File: src/rtl/branch_comp_seq.sv
`default_nettype none
// ============================================================================
// Module   : branch_comp_seq
// Purpose  : Multi-cycle RV32I/RV64I branch comparator, CWIDTH bits per cycle,
//            MSB chunk first, early exit on the first unequal chunk.
// Revision : 1.0 - initial release
// ============================================================================
module branch_comp_seq #(
   parameter int DWIDTH = 64,
   parameter int CWIDTH = 16
) (
   input  logic              clk,
   input  logic              rst,
   input  logic              flush,
   input  logic              in_valid,
   output logic              in_ready,
   input  logic [DWIDTH-1:0] DataA,
   input  logic [DWIDTH-1:0] DataB,
   input  logic [2:0]        funct3,
   output logic              out_valid,
   input  logic              out_ready,
   output logic              BrEq,
   output logic              BrLt,
   output logic              Taken,
   output logic              Illegal
);

   localparam int NCH  = DWIDTH / CWIDTH;
   localparam int IDXW = (NCH > 1) ? $clog2(NCH) : 1;
   localparam logic [IDXW-1:0] c_IDX_TOP = IDXW'(NCH - 1);

   localparam logic [1:0] c_IDLE = 2'd0;
   localparam logic [1:0] c_CMP  = 2'd1;
   localparam logic [1:0] c_DONE = 2'd2;

   logic [1:0]        r_state;
   logic [1:0]        w_nextState;
   logic [DWIDTH-1:0] r_a;
   logic [DWIDTH-1:0] r_b;
   logic [2:0]        r_funct3;
   logic [IDXW-1:0]   r_idx;
   logic              r_brEq;
   logic              r_brLt;

   logic              w_accept;
   logic              w_signedMode;
   logic [CWIDTH-1:0] w_chunkA [NCH];
   logic [CWIDTH-1:0] w_chunkB [NCH];
   logic [CWIDTH-1:0] w_cmpA;
   logic [CWIDTH-1:0] w_cmpB;
   logic              w_chunkEq;
   logic              w_chunkLt;
   logic              w_lastChunk;
   logic              w_taken;

   for (genvar i = 0; i < NCH; i++) begin : g_chunk
      assign w_chunkA[i] = r_a[i*CWIDTH +: CWIDTH];
      assign w_chunkB[i] = r_b[i*CWIDTH +: CWIDTH];
   end

   // Only BLTU/BGEU compare unsigned; illegal encodings fall back to signed.
   assign w_signedMode = !(r_funct3[2] && r_funct3[1]);

   // Flipping the sign bit of the top chunk turns a signed compare into an unsigned one.
   always_comb begin
      w_cmpA = w_chunkA[r_idx];
      w_cmpB = w_chunkB[r_idx];
      if (w_signedMode && (r_idx == c_IDX_TOP)) begin
         w_cmpA[CWIDTH-1] = ~w_chunkA[r_idx][CWIDTH-1];
         w_cmpB[CWIDTH-1] = ~w_chunkB[r_idx][CWIDTH-1];
      end
   end

   assign w_chunkEq   = (w_cmpA == w_cmpB);
   assign w_chunkLt   = (w_cmpA < w_cmpB);
   assign w_lastChunk = (r_idx == '0);
   assign w_accept    = in_valid && in_ready && !flush;

   always_ff @(posedge clk or posedge rst) begin
      if (rst) begin
         r_state <= c_IDLE;
      end else begin
         r_state <= w_nextState;
      end
   end

   always_comb begin
      w_nextState = r_state;
      case (r_state)
         c_IDLE: if (w_accept) w_nextState = c_CMP;
         c_CMP:  if (!w_chunkEq || w_lastChunk) w_nextState = c_DONE;
         c_DONE: if (out_ready) w_nextState = w_accept ? c_CMP : c_IDLE;
         default: w_nextState = c_IDLE;
      endcase
      if (flush) begin
         w_nextState = c_IDLE;
      end
   end

   always_ff @(posedge clk or posedge rst) begin
      if (rst) begin
         r_a      <= '0;
         r_b      <= '0;
         r_funct3 <= '0;
         r_idx    <= '0;
         r_brEq   <= 1'b0;
         r_brLt   <= 1'b0;
      end else if (w_accept) begin
         r_a      <= DataA;
         r_b      <= DataB;
         r_funct3 <= funct3;
         r_idx    <= c_IDX_TOP;
      end else if ((r_state == c_CMP) && !flush) begin
         if (!w_chunkEq) begin
            r_brEq <= 1'b0;
            r_brLt <= w_chunkLt;
         end else if (w_lastChunk) begin
            r_brEq <= 1'b1;
            r_brLt <= 1'b0;
         end else begin
            r_idx <= r_idx - 1'b1;
         end
      end
   end

   always_comb begin
      w_taken = 1'b0;
      case (r_funct3)
         3'b000:          w_taken = r_brEq;
         3'b001:          w_taken = !r_brEq;
         3'b100, 3'b110:  w_taken = r_brLt;
         3'b101, 3'b111:  w_taken = !r_brLt;
         default:         w_taken = 1'b0;
      endcase
   end

   always_comb begin
      in_ready  = (r_state == c_IDLE) || ((r_state == c_DONE) && out_ready);
      out_valid = (r_state == c_DONE);
      BrEq      = out_valid && r_brEq;
      BrLt      = out_valid && r_brLt;
      Taken     = out_valid && w_taken;
      Illegal   = out_valid && (r_funct3[2:1] == 2'b01);
   end

endmodule
`default_nettype wire

File: config.mk
export PLATFORM = sky130hd
export DESIGN_NAME = branch_comp_seq
export DESIGN_NICKNAME = d
export VERILOG_FILES = /design/src/rtl/branch_comp_seq.sv
export SDC_FILE = /design/constraint.sdc
export NUM_CORES = 1
export LEC_CHECK = 0
export ABC_AREA = 0
export CAP_MARGIN = 20
export CELL_PAD_IN_SITES_DETAIL_PLACEMENT = 0
export CELL_PAD_IN_SITES_GLOBAL_PLACEMENT = 1
export CORE_ASPECT_RATIO = 0.5
export CORE_MARGIN = 2
export CORE_UTILIZATION = 38
export CTS_CLUSTER_DIAMETER = 120
export CTS_CLUSTER_SIZE = 40
export DETAILED_ROUTE_END_ITERATION = 8
export HOLD_SLACK_MARGIN = 0.06
export PLACE_DENSITY = 0.89
export SETUP_SLACK_MARGIN = 0.5
export SYNTH_ARGS = -nofsm -noshare
export SYNTH_HDL_FRONTEND = slang
export SYNTH_SLANG_ARGS = --single-unit
File: constraint.sdc
create_clock -name clk -period 5.5 [get_ports clk]
set_clock_uncertainty 0.2 [all_clocks]
set_input_delay 1.1 -clock clk [delete_from_list [all_inputs] [get_ports clk]]
set_output_delay 1.1 -clock clk [all_outputs]
set_load 0.05 [all_outputs]
==> reports/metrics.cfg <==
[worst_setup_path]
r2r_end=r_brLt
cp.arrival_ps=2630
cp-start-kind=primary input
critPathCaptureType=output pin
rrSetupSlack_ps=1610
crit_start=out_ready
path_class=primary input to output pin
endpoint=in_ready
worst_r2r_startpoint=r_idx[0]
path_max_fanout=3
r2r_cells=9
crit_required_ps=4200

[detailed_routing]
dr.pass1.iters=5
drc_errors=0
wl_per_cell_um=14.7
via_per_inst=4.77
drtAntennaViolNets=0
drtIter0Drc=332
vias=5062
wirelength_um=15600

[yosys]
netlist.area_leader.share=0.529
synth-edff-count=0
syn-num-nets=845
synth_async_sr_flop_share=1.00
synth_area_mm2=0.00648
yosys_most_used_dff=dfrtp_1
yosys-top-cells-count=nand2_1 (401), dfrtp_1 (137), mux4_2 (32)
syn_inst=691
avgSynthCellArea_um2=9.37
ys_types=37
netlist_top_cells_area=dfrtp_1 (53%), nand2_1 (23%), mux4_2 (11%)
post-synth-top-count-cell=nand2_1
yosysTopAreaCell=dfrtp_1
ys_ff_latch=137
ys_seq_area_frac=0.529
yosys_warnings=0

[clock_tree]
clock_latency_ps=410
cts_buffer_depth=2
cts_resized=0
clock_sinks=137
ctsRootBufferMaster=clkbuf_16
cts_inserted_buffers=17
cts_max_level=4
cts_setup_buffers=0
hold_buffers=0
cts_tree=done
clkTransAtPathRegs_ps=60

[cells_and_area]
layout-drive-gt1-share=0.0934
final_util=0.526
syn_to_final_growth_pct=34.0
fin_nets=976
stdcell_count=1062
insertedDiodeCount=0

[die]
dieArea_mm2=0.0182
core-area_mm2=0.0165
pin_count=142
row_count=33
die_height_um=96.3
start_util=0.392
die-width_um=189

[sta]
maxSlewViolCount=0
rsz0062_at_grt=no
final.min_clock_period_ps=3930
setup_violations=0
slew_headroom=0.346
worst_pin_slew_ps=980
period_share=0.714
max_freq_ghz=0.255
fin_setup_tns_ps=0
hold_ws_ps=268
hold_violations=0

[grt]
antenna_found_initial=0
grt_remaining_overflow=0
gr-usage-all-layers=0.182
grt_pass1_wl_um=25400
grt_pass1_vias=5157
grt_max_degree=102

[pwr]
total_power_w=0.00301
leakage_nw=4.32
powerDensity_mw_per_mm2=346
peakVddDrop_uv=287

[min_path]
hold_path.class=flip-flop to flip-flop
hold_path.startpoint=r_b[44]

[placed_design]
io_buffers=141
dp.cells=1030
gp_congestion=0.793
place_hpwl_um=11100

[outcome]
status=completed

[run]
cap_violations=0

==> cells by family (layout without fill, tap and decap cells) <==
family          Yosys count  after routing  share of synthesized area
flops                   137            137                      0.529
buf+inv                  58            202                     0.0435
xor+xnor                  3              3                    0.00406
simple gates            419            419                      0.253
fa+ha+maj                18             18                     0.0348
mux                      34             34                      0.115
compound gates           22             22                     0.0213
==> power breakdown <==
part | internal (W) | switching, W
Sequential | 0.00117 | 0.0000930
Clock | 0.000762 | 0.000443
Combinational | 0.000274 | 0.000259
Total | 0.00221 | 0.000795
==> critical path, stage by stage <==
cell and delay [ps]:
clkdlybuf4s50_1 480, inv_1 50, a21oi_2 170, clkdlybuf4s50_1 820
==> flip-flops by register name, summed over array words and instances (netlist names) <==
register / flops
r_brLt: 1
r_b: 64
r_state: 2
r_a: 64
r_funct3: 3
r_idx: 2
r_brEq: 1
==> layout by cell type, fill, tap and decap left out, types with 2 or more instances in the layout <==
master / instances
a21oi_1: 10
buf_4: 7
bufinv_16: 4
clkbuf_16: 17
clkdlybuf4s50_1: 141
clkinv_2: 2
clkinv_4: 6
dfrtp_1: 136
ha_1: 18
inv_1: 20
inv_6: 2
mux4_2: 32
nand2_1: 401
nand2b_1: 2
nor2_1: 4
nor3b_1: 2
o21ai_0: 2
xnor2_1: 2
==> area by class of cell <==
class                   instances  area, um^2
multi-input cells             496        2770
flip-flops and latches        137        3430
well taps                     227         284
inverters                      21        83.8
repair buffers                149        1480
clock buffers                  18         429
clock inverters                14         199
fillers                      1489        7840
==> metal layers <==
layer / up-vias / track usage / part of all wire
li1: 2463 / - / -
met1: 2472 / 0.242 / 0.46
met2: 111 / 0.304 / 0.49
met3: 16 / 0.0408 / 0.037
met4: 0 / 0.0527 / 0.013
met5: - / 0 / 0
==> worst min path at each step <==
stage	endpoint	slack (ps)	cells past startpoint
6_report	r_b[44]	270	2
3_3_place_gp	r_b[51]	250	2
2_1_floorplan	r_a[32]	240	2
5_1_grt	r_a[16]	290	2
4_1_cts	r_a[61]	270	2
3_5_place_dp	r_a[61]	260	2
==> stage by stage <==
stage,setup WS (ps),instance area [um^2]
after floorplan,532,6480
after global placement,1580,8050
after global routing,1360,8680
after CTS,1560,8680
final,1570,8680
after detailed placement,1570,8050
No activity file was read; power rests on OpenSTA's default activity.
